`config.mk`:
```
export PLATFORM = sky130hd
export DESIGN_NAME = conv2_fmap_ser
export DESIGN_NICKNAME = d
export VERILOG_FILES = /design/src/rtl/cnn_pkg.sv /design/src/rtl/fmap_ram.sv /design/src/rtl/conv2_fmap_ser.sv
export SDC_FILE = /design/constraint.sdc
export NUM_CORES = 2
export LEC_CHECK = 0
export CAP_MARGIN = 10
export CORE_UTILIZATION = 36
export CTS_CLUSTER_DIAMETER = 30
export DETAILED_ROUTE_END_ITERATION = 10
export PLACE_DENSITY = 0.58
export SLEW_MARGIN = 5
export SYNTH_ARGS = -nofsm -noshare
export SYNTH_HDL_FRONTEND = slang
export SYNTH_HIERARCHICAL = 1
export SYNTH_SLANG_ARGS = --single-unit
```
`constraint.sdc`:
```
create_clock -name clk -period 5.45 [get_ports clk]
set_input_delay 0.545 -clock clk [delete_from_list [all_inputs] [get_ports clk]]
set_output_delay 0.545 -clock clk [all_outputs]
set_load 0.005 [all_outputs]
```
`src/rtl/cnn_pkg.sv`:
```
// Shared CNN definitions: conv2 feature-map geometry, serialiser FSM states and the ReLU helper.
package cnn_pkg;

  typedef enum logic [1:0] {FILL, DRAIN, DONE} fmap_state_t;

  localparam int unsigned CONV2_OUT_W     = 8;
  localparam int unsigned CONV2_OUT_H     = 8;
  localparam int unsigned CONV2_CH        = 3;
  localparam int unsigned CONV2_DATA_BITS = 12;

  // Clamp negative two's-complement words to zero.
  function automatic logic [CONV2_DATA_BITS-1:0] relu(input logic [CONV2_DATA_BITS-1:0] word);
    return word[CONV2_DATA_BITS-1] ? '0 : word;
  endfunction

endpackage

```
`src/rtl/fmap_ram.sv`:
```
// Frame store: CH-lane simple dual-port RAM. One full-width write port, one lane-selected read
// port with registered read data that holds its value while re_i is low.
module fmap_ram #(
  parameter int unsigned CH        = 3,
  parameter int unsigned DATA_BITS = 12,
  parameter int unsigned DEPTH     = 64,
  parameter int unsigned AddrW     = (DEPTH > 1) ? $clog2(DEPTH) : 1,
  parameter int unsigned SelW      = (CH > 1) ? $clog2(CH) : 1
) (
  input  logic                    clk_i,
  input  logic                    we_i,
  input  logic [AddrW-1:0]        waddr_i,
  input  logic [CH*DATA_BITS-1:0] wdata_i,
  input  logic                    re_i,
  input  logic [AddrW-1:0]        raddr_i,
  input  logic [SelW-1:0]         rsel_i,
  output logic [DATA_BITS-1:0]    rdata_o
);

  logic [CH*DATA_BITS-1:0] mem_q [DEPTH];
  logic [DATA_BITS-1:0]    rdata_q;

  // Write all lanes of one pixel position.
  always_ff @(posedge clk_i) begin
    if (we_i) begin
      mem_q[waddr_i] <= wdata_i;
    end
  end

  // Registered lane-selected read; holds when not enabled so the pipeline can stall.
  always_ff @(posedge clk_i) begin
    if (re_i) begin
      rdata_q <= mem_q[raddr_i][rsel_i*DATA_BITS +: DATA_BITS];
    end
  end

  assign rdata_o = rdata_q;

endmodule

```
`src/rtl/conv2_fmap_ser.sv`:
```
// conv2 feature-map serialiser: fills a frame store with CH-wide result beats, then streams it
// out one word per handshake in channel-major, row-major order.
// Build option: CONV2_FMAP_SER_RELU_EN clamps negative output words to zero.
module conv2_fmap_ser
  import cnn_pkg::*;
#(
  parameter int unsigned OUT_W     = CONV2_OUT_W,
  parameter int unsigned OUT_H     = CONV2_OUT_H,
  parameter int unsigned CH        = CONV2_CH,
  parameter int unsigned DATA_BITS = CONV2_DATA_BITS
) (
  input  logic                    clk,
  input  logic                    rst,
  input  logic                    valid_in,
  input  logic [CH*DATA_BITS-1:0] data_in,
  output logic                    in_ready,
  output logic [DATA_BITS-1:0]    data_out,
  output logic                    valid_out,
  input  logic                    ready_out,
  output logic                    frame_done,
  output logic                    overflow
);

  localparam int unsigned NPix = OUT_W * OUT_H;
  localparam int unsigned PixW = (NPix > 1) ? $clog2(NPix) : 1;
  localparam int unsigned ChW  = (CH > 1) ? $clog2(CH) : 1;
  localparam logic [PixW-1:0] LastPix = PixW'(NPix - 1);
  localparam logic [ChW-1:0]  LastCh  = ChW'(CH - 1);

  fmap_state_t          state_q;
  logic [PixW-1:0]      wr_idx_q;
  logic [PixW-1:0]      rd_pix_q;
  logic [ChW-1:0]       rd_ch_q;
  logic                 in_ready_q;
  logic                 s1_valid_q;  // RAM read register holds a word not yet in data_out
  logic                 valid_out_q;
  logic [DATA_BITS-1:0] data_out_q;
  logic                 frame_done_q;
  logic                 overflow_q;

  logic                 wr_en;
  logic                 fill_last;
  logic                 out_load;
  logic                 more_reads;
  logic                 rd_en;
  logic                 last_accept;
  logic [DATA_BITS-1:0] rd_data;
  logic [DATA_BITS-1:0] word_out;

  fmap_ram #(
    .CH        (CH),
    .DATA_BITS (DATA_BITS),
    .DEPTH     (NPix)
  ) u_ram (
    .clk_i   (clk),
    .we_i    (wr_en),
    .waddr_i (wr_idx_q),
    .wdata_i (data_in),
    .re_i    (rd_en),
    .raddr_i (rd_pix_q),
    .rsel_i  (rd_ch_q),
    .rdata_o (rd_data)
  );

  // Handshake decode and read-issue control.
  always_comb begin
    wr_en     = valid_in && in_ready_q;
    fill_last = wr_en && (wr_idx_q == LastPix);
    out_load  = !valid_out_q || ready_out;
    // The first read is issued on the last fill beat, so inside DRAIN the read pointer is back
    // at (0,0) only once every word of the frame has been issued.
    more_reads  = (state_q == DRAIN) && ((rd_pix_q != '0) || (rd_ch_q != '0));
    rd_en       = fill_last || (more_reads && (!s1_valid_q || out_load));
    last_accept = (state_q == DRAIN) && valid_out_q && ready_out && !s1_valid_q && !more_reads;
  end

  // Output-side word transform.
  always_comb begin
`ifdef CONV2_FMAP_SER_RELU_EN
    word_out = relu(rd_data);
`else
    word_out = rd_data;
`endif
  end

  // FSM, counters, read pipeline and registered outputs.
  always_ff @(posedge clk or posedge rst) begin
    if (rst) begin
      state_q      <= FILL;
      wr_idx_q     <= '0;
      rd_pix_q     <= '0;
      rd_ch_q      <= '0;
      in_ready_q   <= 1'b0;
      s1_valid_q   <= 1'b0;
      valid_out_q  <= 1'b0;
      data_out_q   <= '0;
      frame_done_q <= 1'b0;
      overflow_q   <= 1'b0;
    end else begin
      frame_done_q <= 1'b0;

      if (valid_in && !in_ready_q) begin
        overflow_q <= 1'b1;
      end

      if (wr_en) begin
        wr_idx_q <= fill_last ? '0 : wr_idx_q + 1'b1;
      end

      if (rd_en) begin
        if (rd_pix_q == LastPix) begin
          rd_pix_q <= '0;
          rd_ch_q  <= (rd_ch_q == LastCh) ? '0 : rd_ch_q + 1'b1;
        end else begin
          rd_pix_q <= rd_pix_q + 1'b1;
        end
      end

      if (rd_en) begin
        s1_valid_q <= 1'b1;
      end else if (out_load) begin
        s1_valid_q <= 1'b0;
      end

      if (out_load) begin
        valid_out_q <= s1_valid_q;
        if (s1_valid_q) begin
          data_out_q <= word_out;
        end
      end

      unique case (state_q)
        FILL: begin
          if (fill_last) begin
            state_q    <= DRAIN;
            in_ready_q <= 1'b0;
          end else begin
            in_ready_q <= 1'b1;
          end
        end
        DRAIN: begin
          if (last_accept) begin
            state_q      <= DONE;
            frame_done_q <= 1'b1;
          end
        end
        DONE: begin
          state_q    <= FILL;
          in_ready_q <= 1'b1;
        end
        default: begin
          state_q <= FILL;
        end
      endcase
    end
  end

  assign in_ready   = in_ready_q;
  assign data_out   = data_out_q;
  assign valid_out  = valid_out_q;
  assign frame_done = frame_done_q;
  assign overflow   = overflow_q;

endmodule

```
==> run_results.csv <==
group,metric,value,unit
status,status,"finished, final reports clean",
route,via_count,44700,
global_route,grt_pass1_vias,46000,
yosys,syn_avg_cell_area,23.2,um^2
yosys,synth_common_cells,"2316 x edfxtp_1, 591 x mux4_2, 102 x nor2_1",
yosys,ys_seq_area_share,78.4,%
cts,cts_tree,"done",
die,core,247000,um^2
yosys,synthTopCellsByArea,"edfxtp_1 77%, mux4_2 15%, dfrtp_1 0.92%",
route,detail-route-antenna-nets,0,
die,fp.dieW,501,um
worst_setup_path,critPathMaxFanout,37,
worst_setup_path,critPathKind,"flop to flop",
worst_setup_path,startpoint_type,"flop",
die,row_count,182,
die,die_y,501,um
global_route,gr-usage-met1,26.1,%
placement,dpl.hpwl,142,mm
pwr,p_per_area,461,nW/um^2
timing,hold_ws,0.109,ns
cts,cts_sinks,2349,
placement,io_buffer_count,55,
yosys,yosys_register_bits,2349,
worst_setup_path,worstPathRequired,6.11,ns
pwr,leakagePower,0.0347,uW
timing,setup_tns,0,ns
global_route,grtUsageTotal,19.9,%
cts,clk_latency,0.98,ns
pwr,peakVddDrop,387,uV
global_route,grt_first_pass_wirelength,352,mm
cts,clk_path_buf_depth,4,
timing,hold_viol,0,
timing,setup_slack,1.39,ns
yosys,yosysWarnings,6,
cts,path_clk_slew,0.05,ns
pwr,internal_power,40200,uW
pwr,p_sw,11000,uW
die,start_util,36.4,%
final_layout,syn_to_final_growth,23.7,%
cts,post_cts_buffers,0,
yosys,netlist_instances,3868,
global_route,met2_usage,33.0,%
timing,finClkSkew,0.0799,ns
pwr,p_sw_share,21.5,%
final_layout,drive_above_1_share,35.6,%
die,die-area,251000,um^2
route,drt_iter0_markers,5086,
yosys,synth_most_common_cell,"edfxtp_1",
route,avgRoutedWirePerCell,31.0,um
timing,rsz0062_at_grt,"false",
yosys,async_reset_ff_share,1.40,%
worst_setup_path,endpoint_kind,"flop",
cts,root_buffer,"clkbuf_16",
placement,routabilityCongestion,0.815,
timing,setup_viol,0,
yosys,synth_top_cell_by_area,"edfxtp_1",
timing,fin_crit_sh,74.4,%
route,drc,0,
route,dr.pass1.iters,5,
cts,ctsResizeCount,0,
yosys,synth-main-ff-cell,"edfxtp_1",
yosys,syn_area,89700,um^2
yosys,synth_cell_type_count,64,
worst_setup_path,reg2reg_from,"rd_pix_q[0]$_DFFE_PP0P_",
yosys,syn-num-nets,3911,
cts,htreeDepth,5,
pwr,clockPowerShare,54.6,%
pwr,comb_power_share,5.0,%
die,ios,56,
worst_setup_path,startpoint,"rd_pix_q[0]$_DFFE_PP0P_",
worst_setup_path,cp_data_arrival_time,4.71,ns
placement,dpl_worst_slack,1.28,ns
final_layout,nFillCells,20500,
final_layout,final_nets,4409,
yosys,synth_top_area_share,77.5,%
timing,worstMarginPinSlew,1.25,ns
timing,period_minus_slack,4.06,ns
global_route,grt_max_degree,83,
cts,hold_buffers,0,
global_route,antenna_found_initial,11,
timing,finalMaxSlewViolations,0,
pwr,finalPower,51200,uW
global_route,grt.busiest_layer,"met2",
global_route,use_met3,3.77,%
timing,max_freq,247,MHz
hold_path,hold_path_class,"input port to asynchronous set/reset pin",
route,vias_per_cell,5.55,
flow_run,max_cap_viol_count,0,
yosys,synth_edf_count,2316,
cts,cts_made_buffers,451,
timing,slew_headroom,16.9,%
global_route,grt_overflow_total,0,
pwr,seqPwrFrac,40.4,%
route,wl,250,mm
cells in the final DEF (no fill, tap or decap), types with 19 or more instances in the layout:
cell type	instances
buf_2	38
clkinv_4	41
mux2i_1	61
dfrtp_1	28
clkbuf_1	28
buf_4	159
bufinv_16	75
clkdlybuf4s50_1	19
clkbuf_16	457
nor2_4	63
mux4_2	591
inv_6	29
clkinv_1	53
buf_12	37
a21oi_1	30
edfxtp_1	2316
clkinv_2	73
o22ai_1	34
mux2_2	32
a221oi_1	46
nor2_1	39
o21ai_0	21
a22oi_1	58
nand3_1	35
nor2b_1	19
a22o_1	37
clkinvlp_4	65
nand2_1	71
metal layers:
layer | vias up | share of wire [%] | routed length (um)
met2 | 2032 | 50 | 124000
met3 | 396 | 7.4 | 18400
li1 | 17900 | - | -
met5 | - | 0.014 | 35
met4 | 6 | 3.3 | 8150
met1 | 24400 | 40 | 99100
cell families (layout without fill, tap and decap cells):
group,Yosys count,after routing,share of synthesized area (%)
other,0,5,0
flip-flops,2349,2349,78.4
multiplexers,685,685,15.9
AO/OA/AOI/OAI,320,320,2.63
XOR/XNOR,5,5,0.0488
AND/OR/NAND/NOR,289,289,1.52
buffers and inverters,217,1083,1.41
adder cells (fa/ha/maj),3,3,0.0418
critical path: stages, from the launching register on:
cell and delay, ns:
dfrtp_4 0.95, buf_12 0.37, buf_4 0.31, mux4_2 0.53, a22oi_1 0.19, a21oi_1 0.24
o41ai_1 0.90, nand3_1 0.15
state kept, by name, indices dropped and copies added (netlist names):
register	flops
wr_idx_q	6
frame_done	1
valid_out	1
state_q	2
rd_pix_q	6
data_out	12
s1_valid_q	1
in_ready	1
u_ram/mem_q	2304
u_ram/rdata_o	12
rd_ch_q	2
overflow	1
final timing paths:
kind	to	depth (start not counted)	slack [ns]
min in group clk	u_ram/mem_q[46][16]$_DFFE_PP_	1	0.11
hold reg to reg	overflow$_DFFE_PP0P_	1	0.46
max in group asynchronous	rd_pix_q[0]$_DFFE_PP0P_	2	4.62
setup / recovery	u_ram/rdata_o[9]$_DFFE_PP_	7	1.39
setup reg to reg	u_ram/rdata_o[9]$_DFFE_PP_	7	1.39
hold / removal	frame_done$_DFF_PP0_	2	0.11
area by class of cell:
cell class,instances,area (um^2),share of cell area (%)
clock buffer,485,11500,10.4
clock inverter,336,3960,3.57
timing repair buffer,253,2310,2.09
tap,3312,4140,3.73
inverter,9,35.0,0.0316
antenna,5,12.5,0.0113
multi-input combinational,1302,18600,16.8
sequential,2349,70400,63.4
power by group through the flow:
stage               clock network (uW)  registers (uW)  logic, uW
floorplan                            0           20900       1430
global placement                     0           21000       2550
detailed placement                   0           21000       2580
CTS                              28300           20700       2590
global route                     29100           20700       2690
finish                           28000           20700       2560
stage by stage:
stage	util, %	std cells	area (um^2)
detailed placement	38.7	7223	95400
CTS	44.9	8044	111000
finish	45.0	8051	111000
floorplan	-	3868	89700
global route	45.0	8048	111000
global placement	38.7	7221	95400
(Power assumes the default switching activity.)
